**config.mk**
```make
export PLATFORM = sky130hd
export DESIGN_NAME = ball_control
export DESIGN_NICKNAME = d
export VERILOG_FILES = /design/src/rtl/ball_control.sv
export SDC_FILE = /design/constraint.sdc
export NUM_CORES = 1
export LEC_CHECK = 0
export CAP_MARGIN = 20
export CORE_UTILIZATION = 50
export DETAILED_ROUTE_END_ITERATION = 12
export HOLD_SLACK_MARGIN = 0.08
export PLACE_DENSITY = 0.75
export SLEW_MARGIN = 10
export SYNTH_ARGS = -nofsm -noshare
export SYNTH_HDL_FRONTEND = slang
export SYNTH_SLANG_ARGS = --single-unit
export TNS_END_PERCENT = 10
```
**constraint.sdc**
```tcl
create_clock -name i_Clk -period 1.9 [get_ports i_Clk]
set_clock_uncertainty 0.2 [all_clocks]
set_input_delay 0.38 -clock i_Clk [delete_from_list [all_inputs] [get_ports i_Clk]]
set_output_delay 0.38 -clock i_Clk [all_outputs]
set_load 0.02 [all_outputs]
```
**src/rtl/ball_control.sv**
```systemverilog
// Frame-rate controller for the ball's horizontal motion: per-frame event capture,
// direction/speed decisions, scoring and the serve/play/point/over sequence.
module ball_control #(
  parameter int unsigned p_START_SPEED      = 1,
  parameter int unsigned p_MAX_SPEED        = 5,
  parameter int unsigned p_HITS_PER_SPEEDUP = 4,
  parameter int unsigned p_SERVE_FRAMES     = 60,
  parameter int unsigned p_POINT_FRAMES     = 90,
  parameter int unsigned p_WIN_SCORE        = 9
) (
  input  logic       i_Clk,
  input  logic       i_Rst_n,
  input  logic       i_HReset,
  input  logic       i_VReset,
  input  logic       i_HBlank,
  input  logic       i_VBlank,
  input  logic       i_Ball_Video,
  input  logic       i_Paddle_L_Video,
  input  logic       i_Paddle_R_Video,
  input  logic       i_Start,
  output logic       o_HDir,
  output logic [2:0] o_Speed,
  output logic       o_Ball_Enable,
  output logic [3:0] o_Score_L,
  output logic [3:0] o_Score_R,
  output logic       o_Game_Over
);

  localparam int unsigned FRAME_MAX = (p_SERVE_FRAMES > p_POINT_FRAMES) ? p_SERVE_FRAMES
                                                                        : p_POINT_FRAMES;
  localparam int unsigned CW = (FRAME_MAX > 1) ? $clog2(FRAME_MAX) : 1;

  localparam logic [CW-1:0] SERVE_LAST = CW'(p_SERVE_FRAMES - 1);
  localparam logic [CW-1:0] POINT_LAST = CW'(p_POINT_FRAMES - 1);
  localparam logic [2:0]    START_SPD  = 3'(p_START_SPEED);
  localparam logic [2:0]    MAX_SPD    = 3'(p_MAX_SPEED);
  localparam logic [3:0]    HITS_LAST  = 4'(p_HITS_PER_SPEEDUP - 1);
  localparam logic [3:0]    WIN        = 4'(p_WIN_SCORE);

  typedef enum logic [2:0] {
    S_IDLE,
    S_SERVE,
    S_PLAY,
    S_POINT,
    S_OVER
  } state_t;

  state_t        state_q;
  logic          hdir_q, en_q, over_q;
  logic [2:0]    speed_q;
  logic [3:0]    score_l_q, score_r_q, hit_cnt_q;
  logic [CW-1:0] frame_cnt_q;
  logic          hit_l_q, hit_r_q, edge_l_q, edge_r_q;
  logic          hblank_q, ball_q;

  logic          ft;
  logic          reversal_d;
  logic [2:0]    speed_up_d;
  logic [3:0]    score_l_d, score_r_d;

  assign ft = i_VReset && i_HReset;

  always_comb begin
    // Only a hit on the paddle the ball is travelling toward counts as a reversal.
    reversal_d = (hit_l_q && !hdir_q) || (hit_r_q && hdir_q);
    speed_up_d = (speed_q >= MAX_SPD) ? MAX_SPD : speed_q + 3'd1;
    score_l_d  = (score_l_q == 4'hF) ? 4'hF : score_l_q + 4'd1;
    score_r_d  = (score_r_q == 4'hF) ? 4'hF : score_r_q + 4'd1;
  end

  always_ff @(posedge i_Clk) begin
    if (!i_Rst_n) begin
      state_q     <= S_IDLE;
      hdir_q      <= 1'b1;
      speed_q     <= '0;
      en_q        <= 1'b0;
      score_l_q   <= '0;
      score_r_q   <= '0;
      over_q      <= 1'b0;
      hit_cnt_q   <= '0;
      frame_cnt_q <= '0;
      hit_l_q     <= 1'b0;
      hit_r_q     <= 1'b0;
      edge_l_q    <= 1'b0;
      edge_r_q    <= 1'b0;
      hblank_q    <= 1'b0;
      ball_q      <= 1'b0;
    end else begin
      hblank_q <= i_HBlank;
      ball_q   <= i_Ball_Video;
      if (ft) begin
        hit_l_q  <= 1'b0;
        hit_r_q  <= 1'b0;
        edge_l_q <= 1'b0;
        edge_r_q <= 1'b0;
        case (state_q)
          S_IDLE, S_OVER: begin
            if (i_Start) begin
              score_l_q   <= '0;
              score_r_q   <= '0;
              hdir_q      <= 1'b1;
              speed_q     <= '0;
              en_q        <= 1'b1;
              over_q      <= 1'b0;
              frame_cnt_q <= '0;
              state_q     <= S_SERVE;
            end
          end
          S_SERVE: begin
            if (frame_cnt_q == SERVE_LAST) begin
              speed_q     <= START_SPD;
              hit_cnt_q   <= '0;
              frame_cnt_q <= '0;
              state_q     <= S_PLAY;
            end else begin
              frame_cnt_q <= frame_cnt_q + 1'b1;
            end
          end
          S_PLAY: begin
            if (reversal_d) begin
              hdir_q <= !hdir_q;
              if (hit_cnt_q == HITS_LAST) begin
                hit_cnt_q <= '0;
                speed_q   <= speed_up_d;
              end else begin
                hit_cnt_q <= hit_cnt_q + 4'd1;
              end
            end else if (edge_l_q || edge_r_q) begin
              // Serve goes toward the player who lost the point.
              speed_q     <= '0;
              en_q        <= 1'b0;
              hdir_q      <= !edge_l_q;
              frame_cnt_q <= '0;
              if (edge_l_q) begin
                score_r_q <= score_r_d;
                if (score_r_d == WIN) begin
                  over_q  <= 1'b1;
                  state_q <= S_OVER;
                end else begin
                  state_q <= S_POINT;
                end
              end else begin
                score_l_q <= score_l_d;
                if (score_l_d == WIN) begin
                  over_q  <= 1'b1;
                  state_q <= S_OVER;
                end else begin
                  state_q <= S_POINT;
                end
              end
            end
          end
          S_POINT: begin
            if (frame_cnt_q == POINT_LAST) begin
              en_q        <= 1'b1;
              frame_cnt_q <= '0;
              state_q     <= S_SERVE;
            end else begin
              frame_cnt_q <= frame_cnt_q + 1'b1;
            end
          end
          default: state_q <= S_IDLE;
        endcase
      end else if (!i_VBlank) begin
        if (i_Ball_Video && i_Paddle_L_Video) hit_l_q <= 1'b1;
        if (i_Ball_Video && i_Paddle_R_Video) hit_r_q <= 1'b1;
        if (hblank_q && !i_HBlank && i_Ball_Video) edge_l_q <= 1'b1;
        if (!hblank_q && i_HBlank && ball_q) edge_r_q <= 1'b1;
      end
    end
  end

  assign o_HDir        = hdir_q;
  assign o_Speed       = speed_q;
  assign o_Ball_Enable = en_q;
  assign o_Score_L     = score_l_q;
  assign o_Score_R     = score_r_q;
  assign o_Game_Over   = over_q;

endmodule

```
Word level (Yosys, flattened, before mapping)
Cells that the tools add are included.
{ "classes": {"mux": 52, "n_mul": 0, "n_eq_ne": 23, "n_lt_le_gt_ge": 1, "div": 0, "n_reduce_logical": 36, "shift": 0, "n_addsub": 5, "bitwise": 2} }
{ "ops": {"columns": ["op", "n"], "rows": [
  ["$mux 4", 12],
  ["$mux 3", 14],
  ["$mux 7", 5],
  ["$reduce_and 6->1", 5],
  ["$pmux 7 s4", 1],
  ["$pmux 4 s2", 3],
  ["$eq 4x4->1 const B", 4],
  ["$ne 2x2->1 const B", 8],
  ["$add 4x1->4 const B", 3],
  ["$mux 1", 12],
  ["$ne 3x3->1 const B", 4],
  ["$pmux 3 s4", 1],
  ["$logic_and 1x1->1", 9],
  ["$pmux 3 s3", 1],
  ["$reduce_and 2->1", 4],
  ["$reduce_and 4->1", 2],
  ["$add 7x1->7 const B", 1],
  ["$eq 7x6->1 const B", 1],
  ["$eq 7x7->1 const B", 1],
  ["$reduce_and 7->1", 1],
  ["$eq 3x2->1 const B", 2],
  ["$reduce_bool 3->1", 2],
  ["$reduce_and 5->1", 1],
  ["$eq 4x2->1 const B", 1],
  ["13 further kinds", 21]
]} }
{ "word_totals": {"mem_bits_rw": 0, "n_memories": 0, "register_bits": 34, "romBits": 0, "latch_bits": 0, "output_inout_bits": 14, "inputBits": 10} }

Logic depth before layout (Yosys ltp)
{ "logic_depth": {"ltp_word": 8, "mapped_depth": 8, "depth_no_buf": 7} }

Worst setup path before layout
No wires, ideal clock.
{ "synth_path": {"path_type": "register -> register", "startpoint": "register hdir_q (netlist: o_HDir)", "endpoint": "register state_q[0]", "setup_time_ns": 0.116, "path_slack_ns": -0.137, "stages_incl_launch_ff": 6, "path_buffers": 0, "t_arrival_ns": 1.721, "cell_sequence": "dfxtp_1 > mux2_4 > o21a_4 > nor2_1 > mux2_1 > and3_1"} }
{ "synth_between": {"elab_chain_len": 5, "word_cells_on_any_way": 6} }
{ "synth_rtl": {"columns": ["element", "line_no", "source"], "rows": [
  ["from (decl)", "49", "logic hdir_q, en_q, over_q;"],
  ["from (signal assigned)", "121", "hdir_q <= !hdir_q;"],
  ["from (signal assigned)", "132", "hdir_q <= !edge_l_q;"],
  ["$logic_not 1->1", "65", "reversal_d = (hit_l_q && !hdir_q) || (hit_r_q && hdir_q);"],
  ["$logic_and 1x1->1", "65", null],
  ["$logic_or 1x1->1 (*)", "65", null],
  ["$ne 2x2->1 (no line) (*)", null, null],
  ["$reduce_and 6->1 (no line) (*)", null, null],
  ["to (signal assigned)", "73", "state_q <= S_IDLE;"],
  ["to (signal assigned)", "106", "state_q <= S_SERVE;"],
  ["to (signal assigned)", "114", "state_q <= S_PLAY;"],
  ["to (decl)", "48", "state_t state_q;"]
]} }
Every way passes the cells marked *; elsewhere a longest branch is shown, timed or not.
A chain may end at the register's enable or synchronous reset.

Final worst setup path
{ "layout_path": {"startpoint": "input i_Start", "endpoint": "register frame_cnt_q[6]"} }
{ "layout_between": {"elab_chain_len": 2} }
{ "layout_rtl": {"columns": ["element", "line_no", "source"], "rows": [
  ["from (decl)", "20", "input logic i_Start,"],
  ["$ne 2x2->1 (no line)", null, null],
  ["$reduce_and 5->1 (no line)", null, null],
  ["to (signal assigned)", "116", "frame_cnt_q <= frame_cnt_q + 1'b1;"],
  ["to (signal assigned)", "159", "frame_cnt_q <= frame_cnt_q + 1'b1;"],
  ["to (decl)", "52", "logic [CW-1:0] frame_cnt_q;"]
]} }
Every way passes these cells.

==> metrics.md <==
| Metric | Value |
|---|---|
| Run status | `completed` |
| Clock slew seen by the registers of the worst setup and hold paths | `70 ps` |
| Number of sinks on the clock net | `34` |
| Synth top cells by count | `dfxtp_1, nand2_1, nor2_1` |
| Worst skew pair latency | `280 ps` |
| Switching portion of total power | `about a quarter` |
| Top post-synthesis cells by area | `dfxtp_1, ha_1, and3_1` |
| Die H | `approximately 66 µm` |
| Worst rel slew slack | `77.3%` |
| Vias | `1945` |
| Max-slew violations | `0` |
| Average wire per standard cell | `13.6 µm` |
| Placeable core region | `0.00380 mm²` |
| Number of cells traversed by the worst register-to-register path | `6` |
| Type of the setup path with the least slack | `in2reg` |
| Number of synthesized flops with an enable pin | `0` |
| Met2 Resource Use GR | `40.3%` |
| Total Nets Final | `slightly above 300` |
| Effective utilization at floorplan | `between 50 and 60%` |
| Routability cong. | `between 0.7 and 0.8` |
| Final standard cell area without fillers | `0.00279 mm²` |
| RSZ-0062 raised after global routing | `true` |
| Area of the mapped netlist | `0.00204 mm²` |
| Reg-to-reg startpoint | `frame_cnt_q[0]` |
| Die Width | `65.9 µm` |
| Cell taking the most area after synthesis | `dfxtp_1` |
| Most used standard cell by instance count after synthesis | `dfxtp_1` |
| Largest buffer count on any clock path | `2` |
| Average footprint of a synthesized cell | `8.70 µm²` |
| Top cell type's share of synthesized area | `33.3%` |
| Cell Int Power | `1140 µW` |
| Row Count | `22` |
| Setup Viol. Count Final | `0` |
| Comb power frac | `15.7%` |
| Cell at the root of the clock tree | `clkbuf_8` |
| Warnings from Yosys | `0` |
| Number of antenna violations at the first check in global routing | `0` |
| Startpoint of the most critical setup path | `i_Start` |
| Number of instances in the synthesized netlist | `between 200 and 250` |
| Largest net degree at the start of global routing | `24` |
| FF+latch count, synth | `34` |
| Critical path capture point type | `register` |
| Leakage Power | `about 0.0012 µW` |
| Max Clk Rate | `529 MHz` |
| Starting DRC count in detailed routing | `65` |
| Post-DP Area | `0.00256 mm²` |
| Start point of the worst min-delay path | `o_Game_Over` |
| Overall routed net length | `4.63 mm` |
| PwrDens | `547 mW/mm²` |
| Detailed-placement wirelength estimate | `3.29 mm` |
| Critical path fanouts, max | `5` |
| Peak-usage layer in the global routing report | `met2` |
| Wire length of the first global-routing pass | `7.77 mm` |
| CTS tree | `yes` |
| Number of search-and-repair iterations in the first detailed-routing pass | `4` |
| Peak supply drop | `0.454 mV` |
| Number of global-route vias before repair | `1828` |
| Global routing usage summed across all routing layers | `approximately 23%` |
| Diodes inserted | `0` |
| Total area of sequential cells | `about 700 µm²` |
| CTS H-Tree Depth | `2` |
| Count of final hold-check violations | `0` |
| GR Layer Usage met1 | `27.7%` |
| Fraction of layout cells with a size suffix above 1 | `between 20% and 30%` |
| Post-route ant nets | `0` |
| Path class of the lowest-slack min-delay path | `reg2reg` |
| Final total negative setup slack | `0 ps` |
| Full die area | `0.00435 mm²` |
| Arr. time, crit path | `1870 ps` |
| Area taken by multi-input logic gates | `0.00140 mm²` |
| Primary FF master, synth | `dfxtp_1` |
| Via-per-instance ratio | `5.70` |
| Inserted Clock Buffers | `5` |
| Sequential cell area fraction in the yosys report | `33.3%` |
| I/O pin cnt | `24` |
| Max-cap violations | `0` |
| Final cycle utilization of the critical path | `99.6%` |
| End of the worst register-to-register path | `frame_cnt_q[6]` |
| Net count after synthesis | `254` |
| Drc violations | `0` |
| Terminating pin of the worst hold path | `o_Game_Over` |
| Synthesis-to-finish area growth | `36.5%` |
| Overflow after GRT | `0` |
| Number of distinct library cell variants in the gate-level netlist after synthesis | `between 50 and 60` |
| Critical path startpoint category | `primary input` |
| Layout filler cell count | `302` |
| Switching power | `388 µW` |
| Portion of total power attributed to sequential cells | `48.3%` |
| Clock network fraction of design power | `36.0%` |
| Max stage delay on crit path | `420 ps` |
| Port bufs | `23` |
| Met3 Resource Use GR | `about 5.0%` |
| Min Clock Period, post-route | `1890 ps` |
| Fraction of registers with async set/reset | `0%` |
| Tightest Pin Transition | `337 ps` |
| Required time at the worst-slack endpoint | `1880 ps` |
| Register-to-Register Setup Slack | `30 ps` |
| Critical path, cell by cell | `clkdlybuf4s50_1 -> o311ai_1 -> buf_4 -> nand2b_4 -> a21o_1 -> nor2_4 -> a32o_1` |
| Worst-path cell with the longest stage delay | `clkdlybuf4s50_1` |
| Hold path depth | `2` |
worst max-delay path, delay by kind of cell:
kind,cells,cell delay (ps)
compound gates,3,660
buf+inv,2,590
simple gates,2,240
power groups by stage:
stage,combinational (µW),sequential [µW],clock (µW)
after floorplan,127,755,0
after global placement,221,754,0
after detailed placement,224,754,0
after CTS,234,737,558
after global routing,261,738,599
final,239,736,550
flip-flops by register name (all words and copies together), names as in the netlist:
| signal | cells |
|---|---|
| o_Ball_Enable | 1 |
| o_Score_L | 4 |
| hblank_q | 1 |
| ball_q | 1 |
| o_HDir | 1 |
| state_q | 3 |
| frame_cnt_q | 7 |
| o_Score_R | 4 |
| edge_l_q | 1 |
| edge_r_q | 1 |
| o_Speed | 3 |
| hit_l_q | 1 |
| hit_cnt_q | 4 |
| o_Game_Over | 1 |
| hit_r_q | 1 |
metrics by stage:
stage	std cells	setup slack, ps	hold WS (ps)	util, %	total power [µW]
2_1_floorplan	235	-0.770	237	-	882
3_3_place_gp	329	-348	270	67.4	975
3_5_place_dp	329	-377	280	67.4	978
4_1_cts	338	-13.5	294	70.7	1530
5_1_grt	341	-77.3	329	73.5	1600
6_report	341	8.16	290	73.5	1530
cell usage in the layout (no fill, tap or decap), types with 3 or more instances in the layout:
cell	n
nor3b_2	3
a22oi_1	3
clkdlybuf4s50_1	11
dlymetal6s2s_1	4
nor2b_1	9
nand3b_1	4
dlygate4sd2_1	8
nor2_1	12
inv_1	8
nand2_1	14
dfxtp_4	4
clkbuf_8	6
a21oi_1	11
a21boi_0	3
nand2b_1	7
a21boi_1	3
dfxtp_2	4
nor3_1	9
o21ai_1	8
a32o_1	5
o21a_1	6
a31oi_1	3
and3b_1	6
and3_1	10
o21ai_0	10
buf_4	33
dfxtp_1	26
ha_1	6
nand3_1	3
and2_1	3
cell families after synthesis:
kind of cell	Yosys count	share of synthesized area, %
simple gates	103	31.5
compound gates	67	23.4
buf+inv	18	3.98
fa+ha+maj	9	5.51
flops	34	33.3
mux	4	2.26
timing repair:
action                     4_1_cts  5_1_grt
pin swaps                        1       11
buffers inserted                 0        3
resized for setup               15       26
cloned                           1        0
setup endpoints to repair       18       29
hold buffers                     0        0
final cells by class:
class | count | area share (%)
clock buffers | 7 | 3.09
clock inverters | 1 | 0.179
inverters | 9 | 1.21
multi-input cells | 184 | 50.0
flip-flops and latches | 34 | 25.1
well taps | 48 | 2.15
repair buffers | 58 | 18.3
per-layer routing:
| layer | up-vias | part of all wire, % |
|---|---|---|
| met5 | - | 0 |
| met4 | 0 | 1.7 |
| met3 | 10 | 3.6 |
| met2 | 37 | 48 |
| met1 | 920 | 47 |
| li1 | 978 | - |
how the worst max path moves through the flow:
stage / to / slack (ps) / cells past startpoint
detailed placement: frame_cnt_q[2] / -380 / 7
global route: o_Speed[2] / -80 / 6
CTS: hit_cnt_q[0] / -10 / 6
global placement: frame_cnt_q[5] / -350 / 7
finish: frame_cnt_q[6] / 8 / 7
floorplan: state_q[1] / -0.8 / 7
Power figures use the tool's default switching activity.
==> patch: new RTL, same flow settings <==
Encoding of `state_t`: now one-hot (5 bits for 5 states).
--- a/src/rtl/ball_control.sv
+++ b/src/rtl/ball_control.sv
@@ -39,8 +39,8 @@
 
-  typedef enum logic [2:0] {
-    S_IDLE,
-    S_SERVE,
-    S_PLAY,
-    S_POINT,
-    S_OVER
+  typedef enum logic [4:0] {
+    S_IDLE  = 5'b00001,
+    S_SERVE = 5'b00010,
+    S_PLAY  = 5'b00100,
+    S_POINT = 5'b01000,
+    S_OVER  = 5'b10000
   } state_t;
Behaviour: no difference found for any inputs over 10 cycles, from zero or initial values and one cycle with i_Rst_n low; not proved beyond that.
==> patch against the unedited design <==
The flow now finishes with violations (setup timing); critical path depth decreased by 1; non-clock buffer count increased by 37; total power is 15% higher; worst setup slack got worse by 200 ps; wire length rose by 40%; sequential share of layout area decreased by 2.9 points; core utilization grew 8.2 points; sequential cell count increased by 2; fmax shrank 9.7%; register-to-register slack got worse by 230 ps; cell area rose by 19%; synthesized area grew 5.4%; critical path type is now flop to flop; largest cell class unchanged.
==> patch: results (changes against the unedited design) <==
status: "finished with violations"  # was completed
violations: "setup timing"
yosys-top-cells-area: "dfxtp_1 (33%), a21oi_1 (4.9%), ha_1 (4.6%)"  # was dfxtp_1 (33%), ha_1 (5.5%), and3_1 (3.1%)
synth_fa_ha_area_share_pct: 4.64  # was 5.51%
cts_buffers: 5  # unchanged
drt_iter0_markers: 166  # was 65
grt_max_degree: 19  # was 24
slew_headroom_pct: 77.8  # was 77.3%
cts_root_buf: "clkbuf_8"  # unchanged
slowest_stage: "or4_1"  # was clkdlybuf4s50_1
ys_async_sr_fraction_pct: 0  # unchanged
peakVddDrop_mv: 0.381  # was 0.454 mV
cts_buffer_depth: 2  # unchanged
syn-mean-instance-area_um2: 8.39  # was 8.70 um2
timing.rr.start: "o_Score_R[0]"  # was frame_cnt_q[0]
nNetsFinal: 368  # was 311
first_global_vias: 2241  # was 1828
holdWs_ps: 284  # was 290 ps
p_leak_uw: 0.00135  # was 0.00118 uW
reg_top3: "frame_cnt_q x7, state_q x5"
wl_per_cell_um: 16.2  # was 13.6 um
placed_cells: 391  # was 329
setup_tns_ps: -2090  # was 0 ps
gr-usage-met1_pct: 33.7  # was 27.7%
clkSlewWorstSetupHoldPaths_ps: 80
synth_compound_area_share_pct: 26.5  # was 23.4%
drive_gt1_share_pct: 37.3  # was 27.0%
placed_cell_area_mm2: 0.00299  # was 0.00256 mm2
grtUsageMet3_pct: 5.57  # was 5.00%
worstPathMaxFanout: 3  # was 5
htreeDepth: 2  # unchanged
met2_usage_pct: 50.2  # was 40.3%
antenna_found_initial: 0  # unchanged
yosysUniqueCellTypes: 62  # was 58
seq_area_frac_synth_pct: 33.4  # was 33.3%
hold_viol_final: 0  # unchanged
whs_endpoint: "edge_r_q"  # was o_Game_Over
hold_path_startpoint: "edge_r_q"  # was o_Game_Over
grt_pass1_wl_mm: 9.86  # was 7.77 mm
firstDrtPassIters: 4  # unchanged
setup_slack_ps: -195  # was 8.16 ps
fillers: 268  # was 302
post-dp-hpwl_mm: 4.32  # was 3.29 mm
synthTopCellsByCount: "dfxtp_1 (36), nor2_1 (26), nand2_1 (22)"  # was dfxtp_1 (34), nand2_1 (15), nor2_1 (13)
crit_arrival_ps: 2120  # was 1870 ps
grtUsageTotal_pct: 28.7  # was 23.1%
hold_path_class: "flop to flop"  # unchanged
ys.flop_type: "dfxtp_1"  # unchanged
r2r_end: "state_q[4]"  # was frame_cnt_q[6]
synth_xor_xnor_area_share_pct: 1.63  # was 0%
postSynthNetCount: 275  # was 254
routed_wl_mm: 6.48  # was 4.63 mm
vias: 2365  # was 1945
setup_viol: 21  # was 0
clk_latency_ps: 300  # was 280 ps
cp_top_family: "simple AND/OR/NAND/NOR gates"  # was compound AO/OA/AOI/OAI gates
n_antenna_cell: 0  # unchanged
synth.mux.area_fraction_pct: 1.92  # was 2.26%
routabilityCongestion: 0.850  # was 0.798
max_stage_delay_ps: 530  # was 420 ps
==> patch: cell count changes after synthesis, sizes merged, moves of 5 or more <==
cell,delta
a21boi,-6
a21oi,+8
a31oi,+5
and3,-6
and3b,-6
nand2,+8
nand3,+9
nor2,+12
nor2b,-5
nor3,-6
nor3b,-5
o21ai,-9
==> patch: per-stage QoR <==
stage	utilization [%]	setup WS, ps
finish	81.7	-195
CTS	77.8	-245
global placement	73.7	-346
detailed placement	73.7	-410
global route	81.7	-248
floorplan	-	-187
==> patch: final cells by class <==
cell class              instances  area, um2  area share [%]
clock buffers                   5       68.8            2.08
clock inverters                 3       37.5            1.13
inverters                      12       45.0            1.36
multi-input cells             200       1560            47.0
flip-flops and latches         36        736            22.2
well taps                      50       62.6            1.89
repair buffers                 95        806            24.3
==> patch: layer usage <==
layer	share of wire (%)	vias to the layer above
met5	0	-
met4	1.6	0
met3	3.7	13
met2	51	61
met1	43	1150
li1	-	1141
==> patch: what timing repair did <==
item	in CTS	in global routing
setup buffers	1	2
pin swaps	6	21
gates resized for setup	26	36
hold buffers	0	0
setup endpoints to repair	41	30
==> patch: worst max-delay path by stage <==
stage,start,endpoint,slack [ps],depth (start not counted)
2_1_floorplan,state_q[1],frame_cnt_q[5],-190,6
3_3_place_gp,i_VReset,state_q[3],-350,7
3_5_place_dp,i_VReset,frame_cnt_q[5],-410,7
4_1_cts,state_q[4],frame_cnt_q[5],-240,5
5_1_grt,state_q[1],frame_cnt_q[3],-250,6
6_report,o_Score_R[0],state_q[4],-200,6
==> patch: where the power goes <==
group          total, uW  internal [uW]  switching, uW
clock network        677            382            295
logic                290            148            142
registers            782            768           13.7
total               1750           1300            451
